## config.mk

```make
export PLATFORM = sky130hd
export DESIGN_NAME = imem_loader
export DESIGN_NICKNAME = d
export VERILOG_FILES = /design/src/rtl/imem_loader.sv
export SDC_FILE = /design/constraint.sdc
export NUM_CORES = 1
export LEC_CHECK = 0
export CORE_AREA = 2 2 103 105
export CTS_CLUSTER_SIZE = 24
export DETAILED_ROUTE_END_ITERATION = 10
export DIE_AREA = 0 0 105 107
export DONT_BUFFER_PORTS = 1
export PLACE_DENSITY_LB_ADDON = 0.25
export SLEW_MARGIN = 0
export SYNTH_ARGS = -nofsm -noshare
export SYNTH_HDL_FRONTEND = slang
export SYNTH_SLANG_ARGS = --single-unit
```

## constraint.sdc

```tcl
create_clock -name clk -period 2.4 [get_ports clk]
set_clock_uncertainty 0.05 [all_clocks]
set_input_delay 0.6 -clock clk [delete_from_list [all_inputs] [get_ports clk]]
set_output_delay 0.6 -clock clk [all_outputs]
set_load 0.02 [all_outputs]
```

## src/rtl/imem_loader.sv

```systemverilog
// Boot-time instruction memory loader: accepts a framed byte stream
// (16-bit word count, program bytes, XOR checksum) and writes it big-endian.
module imem_loader #(
  parameter int unsigned IMSize    = 1024,
  parameter logic [31:0] BASE_ADDR = '0
) (
  input  logic        clk,
  input  logic        reset,
  input  logic        start,
  input  logic [7:0]  in_data,
  input  logic        in_valid,
  output logic        in_ready,
  output logic        wr_en,
  output logic [31:0] wr_addr,
  output logic [7:0]  wr_data,
  output logic        busy,
  output logic        done,
  output logic        error,
  output logic        cpu_hold
);

  typedef enum logic [2:0] {
    S_IDLE, S_LEN_HI, S_LEN_LO, S_DATA, S_CHK, S_DONE, S_ERR
  } state_t;

  state_t      state, state_n;
  logic [15:0] word_count;
  logic [17:0] index;
  logic [7:0]  checksum;

  logic        accept;
  logic        start_ok;
  logic [15:0] wc_next;
  logic [17:0] wc_bytes;
  logic        last_byte;

  assign in_ready = (state == S_LEN_HI) || (state == S_LEN_LO) ||
                    (state == S_DATA)   || (state == S_CHK);
  assign busy     = in_ready;
  assign done     = (state == S_DONE);
  assign error    = (state == S_ERR);
  assign cpu_hold = (state != S_DONE);

  assign accept    = in_valid && in_ready;
  assign start_ok  = start && ((state == S_IDLE) || (state == S_DONE) || (state == S_ERR));
  // Length is checked on the full 18-bit byte count so 16K+ words cannot wrap
  assign wc_next   = {word_count[15:8], in_data};
  assign wc_bytes  = {wc_next, 2'b00};
  assign last_byte = (18'(index + 18'd1) == {word_count, 2'b00});

  always_ff @(posedge clk or posedge reset) begin
    if (reset) state <= S_IDLE;
    else       state <= state_n;
  end

  always_comb begin
    state_n = state;
    unique case (state)
      S_IDLE, S_DONE, S_ERR: if (start) state_n = S_LEN_HI;
      S_LEN_HI: if (accept) state_n = S_LEN_LO;
      S_LEN_LO: begin
        if (accept) begin
          if (32'(wc_bytes) > IMSize) state_n = S_ERR;
          else if (wc_next == '0)     state_n = S_CHK;
          else                        state_n = S_DATA;
        end
      end
      S_DATA: if (accept && last_byte) state_n = S_CHK;
      S_CHK: if (accept) state_n = (in_data == checksum) ? S_DONE : S_ERR;
      default: state_n = S_IDLE;
    endcase
  end

  always_ff @(posedge clk or posedge reset) begin
    if (reset) begin
      word_count <= '0;
      index      <= '0;
      checksum   <= '0;
      wr_en      <= 1'b0;
      wr_addr    <= '0;
      wr_data    <= '0;
    end else begin
      wr_en <= 1'b0;
      if (start_ok) begin
        word_count <= '0;
        index      <= '0;
        checksum   <= '0;
      end
      if (accept) begin
        unique case (state)
          S_LEN_HI: word_count[15:8] <= in_data;
          S_LEN_LO: word_count[7:0]  <= in_data;
          S_DATA: begin
            checksum <= checksum ^ in_data;
            index    <= index + 18'd1;
            wr_en    <= 1'b1;
            wr_addr  <= BASE_ADDR + 32'(index);
            wr_data  <= in_data;
          end
          default: ;
        endcase
      end
    end
  end

endmodule

```

**Yosys cells after proc, flatten, opt, wreduce, memory -nomap -nowiden**

Cells that the tools add are included.

- Register bits after elaboration: 72
- Word-level logic and storage cells: 58
- Input port bits: 12
- Output and inout port bits: 46

- Equality and inequality tests: 14
- Bitwise logic cells: 1
- Reduce and logical (&&, ||, !) cells: 13
- Mux-type cells: 21
- Add/subtract/negate cells: 1
- $lt $le $gt $ge: 1

Operator list:

| operator | number |
|---|---|
| two-way mux 18 bit | 3 |
| two-way mux 8 bit | 5 |
| two-way mux 16 bit | 2 |
| two-way mux 3 bit | 7 |
| adder 18 x 1 -> 18 bit, second input constant | 1 |
| equality test 18 bit | 1 |
| > comparator 18 x 11 -> 1 bit, second input constant | 1 |
| logical NOT 16 bit | 1 |
| one-hot mux 3 bit (5 select lines) | 1 |
| equality test 3 bit, second input constant | 3 |
| equality test 8 bit | 1 |
| inequality test 2 bit, second input constant | 4 |
| bitwise XOR 8 bit | 1 |
| equality test 3 x 2 -> 1 bit, second input constant | 2 |
| logical OR 1 bit | 5 |
| AND reduction 5 bit | 1 |
| equality test 3 x 1 -> 1 bit, second input constant | 1 |
| logical AND 1 bit | 3 |
| logical NOT 3 bit | 1 |
| inequality test 3 bit, second input constant | 1 |
| OR reduction 3 bit | 1 |
| two-way mux 1 bit | 2 |
| two-way mux 2 bit | 1 |
| inequality test 2 x 1 -> 1 bit, second input constant | 1 |
| AND reduction 2 bit | 1 |

**Logic depth before layout (Yosys ltp)**

Gate-level depths: netlist of run 1.

- Depth after elaboration: 8
- Mapped depth: 8

**Least setup slack after synthesis of run 1**

Ideal clock, no wire load.

- Path type: in2reg
- Start point: input port in_data[2]
- End point: register state[0]
- Required time: 2.219 ns
- Stages: 6
- Path buffers: 0
- Path slack: 0.283 ns
- Library setup time: 0.131 ns
- Data arrival time: 1.936 ns
- Path through: or4_4 -> or3_1 -> a31oi_1 -> nor3_1 -> a21oi_1 -> o41ai_1

- Cells in the longest elaborated chain, start to end: 5
- Elaborated cells between the ends (all ways): 9
- Classes of those cells: order compare: 1; eq/ne: 1; mux: 6; reduce/logical: 1

Ends and longest elaborated chain:

| element | line | source |
|---|---|---|
| from (decl) | 10 | `input logic [7:0] in_data,` |
| branches (longest 4 deep; another with > comparator 18 x 11 -> 1 bit) | - |  |
| one-hot mux 3 bit (5 select lines) * | 58 | `unique case (state)` |
| to (signal assigned) | 53 | `else state <= state_n;` |
| to (decl) | 26 | `state_t state, state_n;` |

Every way passes the cells marked *. The select of a mux whose other input is x is not followed.
A chain may end at the register's enable or synchronous reset.

**Worst setup path after layout of run 1**

- Start point: register state[1]
- End point: output port done

- Cells in the longest elaborated chain, start to end: 1

Ends and longest elaborated chain:

| element | line | source |
|---|---|---|
| equality test 3 bit | 40 | `assign done = (state == S_DONE);` |
| to (decl) | 17 | `output logic done,` |

Every way passes these cells.

==> impl_metrics.csv, run 1 <==
group,metric,value,unit
outcome,status,"finished clean",
drt,dr_total_vias,3194,
drt,wl_met2,4298,µm
final_layout,insertedDiodeCount,0,
setup_path,startpoint_type,"flop",
setup_path,path_max_fanout,16,
logic_synthesis,async_reset_ff_frac,1.000,
final_layout,final_common_cell,"nand2_1",
logic_synthesis,synthesis.area,3980,µm²
placed_design,placed_cells,574,
floorplan,fp.dieH,107,µm
final_layout,nNetsFinal,463,
placed_design,io_buffers,0,
final_layout,final_cells,590,
drt,route.detailed.drc,0,
pwr,power_density,1055,nW/µm²
floorplan,row_count,37,
clock_network,tritoncts,"done",
floorplan,io_pins,58,
setup_path,path_class,"flop to primary output",
final_layout,seqCellArea,1803,µm²
drt,wl_met3,571,µm
logic_synthesis,yosys_warnings,0,
drt,wire_per_inst,16.04,µm
sta,setup_ws,0.1552,ns
drt,drt_iter0_markers,93,
logic_synthesis,avgSynthCellArea,8.845,µm²
drt,drt.antenna.violating_nets,0,
clock_network,cts_buffers,9,
sta,fin_setup_tns,0,ns
clock_network,ctsRootBufferMaster,"clkbuf_8",
pwr,peakVddDrop,0.0005773,V
setup_path,arrival,1.59,ns
logic_synthesis,ys_ff_latch,72,
setup_path,critPathBufInv,1,
clock_network,insertion_delay,0.35,ns
sta,finalCriticalPeriod,2.245,ns
sta,holdWs,0.1559,ns
clock_network,cts_setup_buffers,0,
logic_synthesis,synth_flop_cell,"dfrtp_1",
drt,routed.top_layer,"met4",
global_routing,grt_pass1_vias,3140,
pwr,p_leak,2.032,nW
setup_path,cp_slowest_cell,"dfrtp_1",
final_layout,drive_gt1_frac,0.1057,
setup_path,critical-path-top-delay-family,"flip-flops",
clock_network,htreeDepth,3,
floorplan,die_area,11240,µm²
worst_hold_path,min_path_type,"input port to async pin",
placed_design,dp_slack,0.1553,ns
placed_design,place_congestion,0.9018,
sta,final_max_slew_viol_count,0,
logic_synthesis,ys_seq_area_frac,0.4527,
clock_network,clock-sinks,72,
logic_synthesis,ys_types,53,
drt,wirelength,9466,µm
clock_network,clock_path_buffers,2,
setup_path,required,1.75,ns
sta,fin_crit_sh,0.9353,
logic_synthesis,synth_edf_count,0,
clock_network,path_clk_slew,0.08,ns
setup_path,worstSetupEndpointType,"primary output",
floorplan,coreArea,10090,µm²
global_routing,overflow,0,
drt,wl_met1,4430,µm
sta,setup_viol,0,
job,cap_violations,0,
final_layout,syn_to_final_growth,9.180,%
global_routing,antenna_found_initial,0,
logic_synthesis,syn_inst,450,
sta,fmax,445.5,MHz
final_layout,fillers,1024,
floorplan,start_util,0.3944,
floorplan,die_width,105,µm
global_routing,grt_pass1_wl,16160,µm
sta,rsz0062_at_grt,"no",
final_layout,multi_input_area,1941,µm²
final_layout,final_util,0.4306,
placed_design,dp_hpwl,6672,µm
setup_path,path_cells,"nor2b_1 -> nand2_1 -> inv_1",
final_layout,layout_common_cells,"93 x nand2_1, 71 x dfrtp_1, 42 x o21ai_0",
setup_path,max_stage_delay,0.55,ns
global_routing,grt_use_total,0.1814,
drt,vias_per_cell,5.414,
sta,hold_viol_final,0,
global_routing,grt_max_degree,73,
drt,dr.pass1.iters,5,
## per-layer routing
layer | up-vias | GRT usage
met5 | - | 0
met4 | 0 | 0.06571
met1 | 1542 | 0.2417
li1 | 1535 | -
met2 | 100 | 0.2829
met3 | 17 | 0.04985
## final timing paths
check,from,endpoint,slack [ns],cells past startpoint
max,state[1]$_DFFE_PP0P_,done,0.16,3
max in group asynchronous,reset,state[2]$_DFFE_PP0P_,1.78,2
min reg2reg,checksum[6]$_DFF_PP0_,checksum[6]$_DFF_PP0_,0.46,1
min,reset,wr_data[3]$_DFFE_PP0P_,0.16,2
min in group clk,in_data[1],wr_data[1]$_DFFE_PP0P_,0.32,2
max reg2reg,index[1]$_DFF_PP0_,state[1]$_DFFE_PP0P_,0.22,7
## sequential cells by signal, summed over array words and instances (netlist names)
name        count
checksum        8
wr_en           1
state           3
word_count     16
wr_addr        18
wr_data         8
index          18
## Yosys cell counts (3+ instances only)
library cell  instances  share of area
nand2_1              93          0.088
dfrtp_1              72           0.45
o21ai_0              42          0.053
nor2_1               26          0.025
buf_4                21          0.040
xnor2_1              20          0.044
xor2_1               15          0.033
a22o_1               14          0.031
a21oi_1              13          0.016
clkbuf_1             13          0.012
nand3_1              10          0.013
a31oi_1               9          0.014
inv_1                 9         0.0085
and3_1                8          0.013
buf_2                 8          0.010
nand4_1               7          0.011
o31ai_1               7          0.013
and2_0                4         0.0063
buf_1                 4         0.0038
nor3_1                4         0.0050
nor4_1                4         0.0063
a211oi_1              3         0.0057
and4_1                3         0.0066
nor2b_1               3         0.0047
## power by group
part,switching [W],internal (W)
Combinational,0.000922,0.000664
Sequential,0.000465,0.00150
Clock,0.000468,0.000565
## cells by family after synthesis
logic type,synth area share
multiplexers,0.002515
AND/OR/NAND/NOR,0.2182
buffers and inverters,0.07545
AO/OA/AOI/OAI,0.1669
other,0.0009422
XOR/XNOR,0.07702
flip-flops,0.4527
adder cells (fa/ha/maj),0.006286
## metrics by stage
step           cell area (µm²)  power (W)
2_1_floorplan             4033   0.003109
3_5_place_dp              4119   0.003555
3_3_place_gp              4119   0.003518
4_1_cts                   4337   0.004606
5_1_grt                   4345   0.004930
6_report                  4345   0.004585
## final cells by class
class                   instances  share of cell area
clock buffers                  12             0.03801
clock inverters                 4             0.01181
inverters                       9            0.008638
multi-input cells             335              0.4466
flip-flops and latches         72              0.4149
well taps                     136             0.03916
repair buffers                 22             0.04089
## timing repair
action | CTS | global route
hold buffers | 0 | 0
endpoints found under the hold margin | 0 | 0
setup endpoints to repair | 1 | 3
resized for setup | 1 | 1
Power figures use the tool's default switching activity.
==> run 2, diff against run 1 <==
CAP_MARGIN = 20   (was not set)
CORE_AREA = 2 2 87 89   (was 2 2 103 105)
DIE_AREA = 0 0 89 91   (was 0 0 105 107)
==> run 2 against run 1 <==
Net effect:
- utilization grew 17 points
- routed wire length shrank 6.8%
- power shrank 4.3%
- cell count shrank 6.4%
- die area shrank 28%
- combinational power is essentially flat
- critical path type unchanged
- largest cell class unchanged
- highest routed layer unchanged
==> impl_metrics.csv, run 2 (same netlist as run 1, synthesis figures left out) <==
group,metric,value,unit
final_layout,final_util,0.5975,
floorplan,row_count,31,
setup_path,path_max_fanout,16,
pwr,p_int,0.002572,W
sta,fin_setup_tns,0,ns
floorplan,die_area,8099,µm²
global_routing,grt_pass1_vias,3125,
drt,wirelength,8827,µm
setup_path,cp_slowest_cell,"dfrtp_1",
clock_network,path_clk_slew,0.07,ns
global_routing,antenna_found_initial,0,
final_layout,top_regs,"index (18), wr_addr (18), word_count (16)",
final_layout,final_common_cell,"nand2_1",
placed_design,dp_hpwl,6126,µm
global_routing,grt_max_degree,73,
drt,drt_iter0_markers,119,
placed_design,placed_cells,536,
drt,dr_total_vias,3165,
pwr,seq_power_share,0.444,
drt,drt.antenna.violating_nets,0,
pwr,combPwrFrac,0.369,
sta,fmax,446.5,MHz
pwr,clockPowerShare,0.188,
pwr,p_sw_frac,0.4139,
job,cap_violations,0,
global_routing,grt_use_total,0.2419,
final_layout,nNetsFinal,462,
worst_hold_path,min_path_type,"input port to async pin",
outcome,status,"finished clean",
sta,finalCriticalPeriod,2.240,ns
final_layout,syn_to_final_growth,7.136,%
clock_network,clock-sinks,72,
clock_network,cts.hold.buffers_added,0,
placed_design,io_buffers,0,
clock_network,cts_buffers,9,
floorplan,start_util,0.5577,
floorplan,die_width,89,µm
pwr,switchingPower,0.001816,W
final_layout,final_cells,552,
clock_network,insertion_delay,0.35,ns
sta,hold_viol_final,0,
floorplan,io_pins,58,
sta,fin_crit_sh,0.9332,
sta,worst_slew_pin_slew,0.4867,ns
clock_network,tritoncts,"done",
sta,holdWs,0.1585,ns
sta,rsz0062_at_grt,"no",
drt,dr.pass1.iters,4,
sta,setup_viol,0,
setup_path,arrival,1.59,ns
drt,route.detailed.drc,0,
placed_design,place_congestion,0.9082,
sta,max_slew_margin,0.6726,
sta,final_max_slew_viol_count,0,
drt,wire_per_inst,15.99,µm
setup_path,max_stage_delay,0.56,ns
setup_path,required,1.75,ns
pwr,power_density,1029,nW/µm²
final_layout,insertedDiodeCount,0,
floorplan,fp.dieH,91,µm
clock_network,clock_path_buffers,2,
floorplan,coreArea,7137,µm²
final_layout,layout_common_cells,"93 x nand2_1, 71 x dfrtp_1, 42 x o21ai_0",
final_layout,drive_gt1_frac,0.1038,
setup_path,path_cells,"nor2b_1 -> nand2_1 -> inv_1",
drt,vias_per_cell,5.734,
global_routing,overflow,0,
clock_network,ctsRootBufferMaster,"clkbuf_8",
pwr,p_leak,2.029,nW
setup_path,path_class,"flop to primary output",
global_routing,grt_pass1_wl,15190,µm
setup_path,startpoint_type,"flop",
pwr,peakVddDrop,0.0005675,V
setup_path,worstSetupEndpointType,"primary output",
clock_network,htreeDepth,3,
run 2: changes by cell type in the layout (fill, tap and decap cells not counted), moves of 2 or more:
cell	before	now
clkbuf_8	12	10
buf_4	21	19
and4_2	0	2
clkinv_2	1	4
clkbuf_1	0	2
and4_1	3	1
run 2: path summary, 6_finish.rpt:
kind / startpoint / endpoint / slack [ns] / cells after the start
worst max-delay path: state[1]$_DFFE_PP0P_ / done / 0.16 / 3
worst min-delay path: reset / checksum[3]$_DFF_PP0_ / 0.16 / 2
worst max register to register: index[5]$_DFF_PP0_ / state[1]$_DFFE_PP0P_ / 0.16 / 6
worst min register to register: checksum[2]$_DFF_PP0_ / checksum[2]$_DFF_PP0_ / 0.46 / 1
max in group asynchronous: reset / state[2]$_DFFE_PP0P_ / 1.83 / 2
min in group clk: in_data[7] / word_count[15]$_DFF_PP0_ / 0.32 / 2
run 2: metrics by stage:
stage	worst slack, ns	total power [W]	cell area [µm²]
2_1_floorplan	0.2831	0.003109	4033
3_3_place_gp	0.1891	0.003504	4078
3_5_place_dp	0.1145	0.003550	4078
4_1_cts	0.1044	0.004387	4243
5_1_grt	0.008172	0.004724	4264
6_report	0.1603	0.004388	4264
run 2: per-layer routing:
| metal | up-vias | share of wire | track usage |
|---|---|---|---|
| met4 | 0 | 0.016 | 0.07090 |
| met5 | - | 0 | 0 |
| met2 | 87 | 0.48 | 0.3781 |
| met1 | 1525 | 0.45 | 0.3270 |
| met3 | 14 | 0.052 | 0.06818 |
| li1 | 1539 | - | - |
run 2: repair_timing:
item                                    in CTS  in global routing
setup buffers                                0                  0
endpoints found under the setup margin       0                  4
resized for setup                            0                  5
run 2: cell type report:
cell class | count | area [µm²]
Timing Repair Buffer | 21 | 182.7
Clock buffer | 12 | 145.1
Tap cell | 99 | 123.9
Sequential cell | 72 | 1803
Clock inverter | 4 | 20.02
Inverter | 9 | 37.54
Fill cell | 670 | 2873
Multi-Input combinational cell | 335 | 1952
run 2: worst max-delay path, delay by kind of cell (launching register included):
kind                   cells  cell delay (ns)
flip-flops                 1             0.56
buffers and inverters      1             0.24
AND/OR/NAND/NOR            2             0.45
run 2: power groups by stage:
| stage | sequential [W] | combinational (W) | clock (W) |
|---|---|---|---|
| floorplan | 0.00181 | 0.00130 | 0 |
| global placement | 0.00195 | 0.00155 | 0 |
| detailed placement | 0.00196 | 0.00159 | 0 |
| CTS | 0.00194 | 0.00159 | 0.000852 |
| global route | 0.00199 | 0.00183 | 0.000908 |
| finish | 0.00195 | 0.00162 | 0.000823 |
==> run 3, diff against run 2 <==
CORE_AREA = 2 2 85 87   (was 2 2 87 89)
CTS_BUF_LIST = sky130_fd_sc_hd__clkbuf_8   (was not set)
DIE_AREA = 0 0 87 89   (was 0 0 89 91)
==> run 3 against run 2 <==
Net effect:
- count of clock-buffer cells in the layout decreased by 2
- die area fell by 4.4%
- clock power is 26% higher
- critical path type unchanged
- sequential power about the same
- cell area unchanged
- largest power group unchanged
- cell count decreased by 3.3%
- via count increased by 1.1%
==> impl_metrics.csv, run 3 (same netlist as run 1, synthesis figures left out) <==
group,metric,value,unit
sta,finalCriticalPeriod,2.244,ns
setup_path,path_max_fanout,16,
pwr,p_leak,2.041,nW
floorplan,fp.dieH,89,µm
global_routing,grt_use_total,0.2472,
pwr,power_density,1073,nW/µm²
placed_design,place_congestion,0.8700,
setup_path,path_cells,"nor2b_1 -> nand2_1 -> inv_1",
setup_path,critPathBufInv,1,
global_routing,grt_pass1_wl,14780,µm
placed_design,io_buffers,0,
final_layout,syn_to_final_growth,7.136,%
global_routing,grt_max_degree,73,
clock_network,clock-sinks,72,
global_routing,grt_pass1_vias,2990,
floorplan,io_pins,58,
drt,wirelength,8990,µm
global_routing,antenna_found_initial,0,
sta,fin_crit_sh,0.9349,
sta,final_max_slew_viol_count,0,
final_layout,final_common_cell,"nand2_1",
setup_path,max_stage_delay,0.56,ns
final_layout,insertedDiodeCount,0,
clock_network,tritoncts,"done",
placed_design,dp_hpwl,6174,µm
clock_network,htreeDepth,3,
final_layout,top_regs,"index (18), wr_addr (18), word_count (16)",
sta,fmax,445.7,MHz
sta,rsz0062_at_grt,"no",
setup_path,required,1.75,ns
final_layout,nNetsFinal,463,
drt,wire_per_inst,16.84,µm
sta,hold_viol_final,0,
clock_network,cts_setup_buffers,0,
floorplan,coreArea,6719,µm²
final_layout,fillers,567,
setup_path,arrival,1.59,ns
drt,dr_total_vias,3200,
setup_path,path_class,"flop to primary output",
outcome,status,"finished clean",
clock_network,clock_path_buffers,2,
drt,dr.pass1.iters,5,
drt,drt_iter0_markers,200,
sta,fin_setup_tns,0,ns
clock_network,ctsRootBufferMaster,"clkbuf_8",
sta,setup_viol,0,
clock_network,insertion_delay,0.35,ns
floorplan,die_area,7743,µm²
drt,route.detailed.drc,0,
drt,drt.antenna.violating_nets,0,
placed_design,placed_cells,518,
setup_path,startpoint_type,"flop",
pwr,peakVddDrop,0.0006439,V
final_layout,layout_common_cells,"93 x nand2_1, 71 x dfrtp_1, 42 x o21ai_0",
job,cap_violations,0,
setup_path,critical-path-top-delay-family,"flip-flops",
setup_path,cp_slowest_cell,"dfrtp_1",
floorplan,row_count,30,
pwr,p_total,0.004576,W
clock_network,cts.hold.buffers_added,0,
floorplan,die_width,87,µm
clock_network,cts_buffers,9,
drt,vias_per_cell,5.993,
clock_network,path_clk_slew,0.08,ns
floorplan,start_util,0.5924,
setup_path,worstSetupEndpointType,"primary output",
placed_design,dp_slack,0.1800,ns
worst_hold_path,min_path_type,"input port to async pin",
global_routing,overflow,0,
final_layout,drive_gt1_frac,0.09912,
sta,setup_ws,0.1563,ns
final_layout,final_cells,534,
run 3: changes by cell type in the layout (fill, tap and decap cells not counted), sizes merged:
cell    previous run  this run
buf               21        22
bufinv             0         2
clkbuf            12        10
clkinv             4         1
inv                8        11
run 3: path summary, 6_finish.rpt:
check / from / endpoint / slack [ns] / cells past startpoint
worst max-delay path: state[1]$_DFFE_PP0P_ / done / 0.16 / 3
worst max register to register: index[0]$_DFF_PP0_ / state[1]$_DFFE_PP0P_ / 0.18 / 7
worst min-delay path: reset / wr_data[3]$_DFFE_PP0P_ / 0.17 / 2
max in group asynchronous: reset / state[2]$_DFFE_PP0P_ / 1.81 / 2
worst min register to register: checksum[3]$_DFF_PP0_ / checksum[3]$_DFF_PP0_ / 0.46 / 1
min in group clk: in_data[7] / word_count[15]$_DFF_PP0_ / 0.32 / 2
run 3: timing repair:
item | in CTS | in global routing
endpoints found under the hold margin | 0 | 0
setup endpoints to repair | 0 | 1
gates resized for setup | 0 | 1
run 3: routing by layer:
layer  part of all wire  track usage  wire (µm)  vias to the layer above
met2               0.47       0.3775       4254                      111
met4              0.014      0.08239        125                        0
met3              0.067      0.05725        603                       12
met5                  0            0          0                        -
li1                   -            -          -                     1534
met1               0.45       0.3503       4007                     1543
run 3: layout make-up:
class	instances	area (µm²)	area share
clock buffers	10	137.6	0.03228
clock inverters	6	76.32	0.01790
inverters	9	37.54	0.008803
multi-input cells	335	1932	0.4531
flip-flops and latches	72	1803	0.4228
well taps	80	100.1	0.02347
repair buffers	22	177.7	0.04167
run 3: worst reg2reg max path: stages, from the launching register on:
cell and delay [ns]:
dfrtp_1 0.36, buf_4 0.15, and4_1 0.38, nand4_1 0.24
xnor2_1 0.22, o211ai_1 0.13, nor4_2 0.45, a21oi_1 0.11
run 3: where the power goes:
| group | internal [W] | switching (W) |
|---|---|---|
| Combinational | 0.000652 | 0.000924 |
| Clock | 0.000601 | 0.000441 |
| Sequential | 0.00150 | 0.000456 |
run 3: per-stage QoR:
stage          area (µm²)  hold slack, ns    util
3_3_place_gp         4049          0.4384  0.6026
4_1_cts              4263          0.1768  0.6345
2_1_floorplan        4033          0.4198       -
6_report             4264          0.1700  0.6346
3_5_place_dp         4049          0.4409  0.6026
5_1_grt              4264          0.1929  0.6346
==> RTL edit 1 (settings of run 2) <==
The 7 states of `state_t` get a one-hot encoding in 7 bits.
--- a/src/rtl/imem_loader.sv
+++ b/src/rtl/imem_loader.sv
@@ -19,8 +19,8 @@
   output logic        cpu_hold
 );
 
-  typedef enum logic [2:0] {
-    S_IDLE, S_LEN_HI, S_LEN_LO, S_DATA, S_CHK, S_DONE, S_ERR
+  typedef enum logic [6:0] {
+    S_IDLE = 7'b0000001, S_LEN_HI = 7'b0000010, S_LEN_LO = 7'b0000100, S_DATA = 7'b0001000, S_CHK = 7'b0010000, S_DONE = 7'b0100000, S_ERR = 7'b1000000
   } state_t;
 
   state_t      state, state_n;
Check against the original RTL: no difference found for any inputs over 10 cycles, from zero or initial values and one cycle with reset high; not proved beyond that.
==> RTL edit 1 against run 2 <==
Wire length rose by 15%. Maximum frequency shrank 6.1%. Power shrank 17%. Sequential cell count increased by 4. Die area did not move. Area after synthesis increased by 5.9%. Design area increased by 8.3%. Setup slack got worse by 150 ps.
==> RTL edit 1: results <==
metrics = {
    "outcome": {
        "status": "completed",
    },
    "grt": {
        "grt_pass1_wl_um": 17000,
        "grtUsageTotal_pct": 26.9,
        "grt_max_degree": 77,
        "grt_pass1_vias": 3445,
    },
    "setup_path": {
        "cp.arrival_ps": 1740,
        "cpMaxStageDelayCell": "or4_1",
        "regToRegSetupSlack_ps": 120,
        "cp_max_fo": 4,
        "slowest_delay_ps": 460,
        "cp_top_family": "simple AND/OR/NAND/NOR gates",
        "r2r_cells": 7,
        "crit-reg2reg-launch": "state[3]",
        "worstReg2RegEnd": "state[3]",
    },
    "place": {
        "dp_slack_ps": -57.6,
        "dpl.hpwl_um": 6930,
        "placed_area_mm2": 0.00432,
        "gp_congestion": 0.882,
    },
    "synthesis": {
        "synthTopCellsByCount": "nand2_1, dfrtp_1, nor2_1",
        "yosysUniqueCellTypes": 54,
        "ys_warn_count": 0,
        "yosysSeqAreaShare_pct": 45.1,
        "ys_top_cells_by_area": "dfrtp_1, nand2_1, xnor2_1",
    },
    "pwr": {
        "vdd_drop_max_uv": 470,
        "leakage_uw": 0.00210,
    },
    "cells_and_area": {
        "nNetsFinal": 512,
    },
    "route": {
        "drt_iter0_drc": 342,
        "ant_nets": 0,
        "via_per_inst": 5.79,
        "avgRoutedWirePerCell_um": 16.9,
    },
    "timing": {
        "holdWs_ps": 162,
        "slew-limit-headroom_pct": 55.4,
    },
}
[RTL edit 1: cell count changes after synthesis, moves of 5 or more]
cell and delta:
nand2_1 +35, o21ai_1 +28, a22o_1 -14, o21ai_0 -10, xor2_1 -9, a31oi_1 -7
nor2_1 +7, xnor2_1 +7, or3_1 +6, a21oi_1 -5
[RTL edit 1: timing repair]
action                     in CTS  in global routing
pin swaps                       2                  1
buffers inserted                3                  1
setup endpoints to repair       6                 20
gates resized for setup         5                  6
[RTL edit 1: report_power, final]
part	switching, uW	internal (uW)	leakage [uW]
Clock	502	644	0.000112
Sequential	200	1410	0.00105
Combinational	538	335	0.000931
[RTL edit 1: worst max-delay path by stage]
stage,cells after the start,start,end,slack (ps)
5_1_grt,4,state[2],cpu_hold,-70
3_5_place_dp,7,index[0],state[3],-60
6_report,4,state[2],cpu_hold,10
4_1_cts,4,state[3],in_ready,20
3_3_place_gp,7,index[0],state[3],30
2_1_floorplan,4,state[0],in_ready,200
[RTL edit 1: logic make-up after synthesis]
logic type	synth area share, %
AOI/OAI and AO/OA	14.8
muxes	0.475
and+or+nand+nor	25.3
adders and majority gates	0.593
xor gates and xnor gates	6.85
buffers and inverters	6.74
DFF	45.1
other	0.0889
[RTL edit 1: area by class of cell]
type | count | area (um2)
sequential | 76 | 1900
clock inverter | 5 | 83.8
clock buffer | 11 | 151
tap | 99 | 124
fill | 617 | 2520
timing repair buffer | 26 | 211
multi-input combinational | 377 | 2110
inverter | 8 | 33.8
[RTL edit 1: through the flow]
step / instances / util [%]
2_1_floorplan: 507 / -
5_1_grt: 602 / 64.7
3_5_place_dp: 582 / 60.5
3_3_place_gp: 582 / 60.5
4_1_cts: 601 / 64.4
6_report: 602 / 64.7
[RTL edit 1: per-layer routing]
metal / share of wire, % / track usage (%) / up-vias
li1: - / - / 1671
met2: 48 / 40.3 / 123
met4: 2.0 / 9.45 / 0
met3: 5.9 / 5.27 / 16
met1: 44 / 39.0 / 1678
met5: 0 / 0 / -
==> RTL edit 2 (flow settings as in run 2) <==
Made on the original files. Set the parameter `IMSize` to 512 (it was 1024).
--- a/src/rtl/imem_loader.sv
+++ b/src/rtl/imem_loader.sv
@@ -1,7 +1,7 @@
 // Boot-time instruction memory loader: accepts a framed byte stream
 // (16-bit word count, program bytes, XOR checksum) and writes it big-endian.
 module imem_loader #(
-  parameter int unsigned IMSize    = 1024,
+  parameter int unsigned IMSize    = 512,
   parameter logic [31:0] BASE_ADDR = '0
 ) (
   input  logic        clk,
Check against the original RTL: not equivalent (a bounded check fails within 4 cycles, from zero or initial values and one cycle with reset high).
==> RTL edit 2 against run 2 <==
Area after synthesis grew 1.3%. Wire length grew 11%. Synthesized cell count grew 1.8%. Via count grew 5.0%. Sequential cell count is the same. Design area grew 4.5%. Setup slack lost 59 ps. Clock power grew 19%. Highest routed layer unchanged. Power grew 5.6%. Sequential power shrank 4%. Critical path type unchanged. First-iteration DRC count grew to 2.5 times the old value.
==> RTL edit 2: results <==
metrics = {
    "timing": {
        "finalSetupViolations": 0,
        "tightest_slew_ps": 704,
    },
    "cells_and_area": {
        "fillCellCount": 646,
        "drive_gt1_share_pct": 13.1,
        "nNetsFinal": 475,
        "reg_top3": "index x18, wr_addr x18, word_count x16",
        "diodes": 0,
        "fin_cells": 563,
    },
    "route": {
        "drt_first_pass_iters": 5,
        "dr_wl_met3_um": 571,
        "drt_iter0_drc": 301,
        "vias": 3323,
        "drt-met1-wl_um": 4400,
        "top_layer": "met4",
        "wl_met2_um": 4640,
        "avgRoutedWirePerCell_um": 17.4,
    },
    "hold_path": {
        "min_path_type": "primary input to async pin",
    },
    "synthesis": {
        "synthTopCellsByCount": "nand2_1, dfrtp_1, o21ai_0",
        "yosysSeqAreaShare_pct": 44.7,
        "ys_top_cells_by_area": "dfrtp_1, nand2_1, o21ai_0",
        "async_flop_share_pct": 100,
        "synthXorXnorAreaFrac_pct": 6.73,
        "synthMuxAreaShare_pct": 0.497,
        "synth_fa_ha_area_share_pct": 0.621,
        "ys_warn_count": 0,
        "synth_compound_area_share_pct": 18.9,
        "synthFlopType": "dfrtp_1",
        "synth_top_family_by_area": "simple AND/OR/NAND/NOR gates",
        "synth.avg_cell_area_um2": 8.80,
        "yosysUniqueCellTypes": 54,
    },
    "outcome": {
        "status": "completed",
    },
    "grt": {
        "antenna_found_initial": 0,
        "grt_use_met2_pct": 37.4,
        "grt_pass1_vias": 3197,
        "grt_pass1_wl_um": 15900,
        "met1_usage_pct": 36.6,
        "grtUsageTotal_pct": 25.3,
        "grt_max_degree": 43,
        "use_met3_pct": 4.82,
    },
    "pwr": {
        "p_sw_share_pct": 41.0,
        "seqPwrFrac_pct": 40.3,
        "vdd_drop_max_uv": 736,
        "combinationalPowerShare_pct": 38.6,
        "leakage_uw": 0.00202,
        "power_density_mw_per_mm2": 1040,
    },
    "cts": {
        "cts-root-buf": "clkbuf_8",
        "htree_levels": 3,
        "path_clk_slew_ps": 80,
        "cts_buffer_depth": 2,
        "clkLatencyLatePin_ps": 350,
    },
    "setup_path": {
        "cpMaxStageDelayCell": "dfrtp_1",
        "cp_max_fo": 19,
        "cp.arrival_ps": 1650,
        "slowest_delay_ps": 380,
    },
    "place": {
        "gp_congestion": 0.928,
        "placed_area_mm2": 0.00420,
        "portBuffers": 0,
        "dp_slack_ps": 2.62,
        "dpl.hpwl_um": 6920,
        "place_inst": 549,
    },
}
==> RTL edit 2: final cells by class <==
type                    count  area (um2)  area share (%)
multi-input cells         345        2070            46.5
flip-flops and latches     72        1810            40.6
repair buffers             25         225            5.05
clock buffers              11         151            3.40
well taps                  99         124            2.78
clock inverters             3        42.5           0.954
inverters                   8        33.8           0.758
==> RTL edit 2: worst max-delay path, delay by kind of cell (launching register included) <==
family	cells	cell delay (ps)
and+or+nand+nor	2	540
DFF	1	380
buffers and inverters	2	380
==> RTL edit 2: final timing paths <==
path / start / endpoint / slack [ps] / cells after the start
max: state[1] / done / 100 / 4
min: reset / wr_addr[17] / 110 / 1
max in group asynchronous: reset / wr_addr[8] / 1610 / 2
max reg2reg: index[0] / state[0] / 160 / 7
min reg2reg: checksum[5] / checksum[5] / 460 / 1
min in group clk: in_data[7] / wr_data[7] / 320 / 2
==> RTL edit 2: repair_timing <==
item / in CTS / in global routing
setup endpoints to repair: 0 / 3
buffers inserted: 0 / 0
hold buffers: 0 / 0
resized for setup: 0 / 15
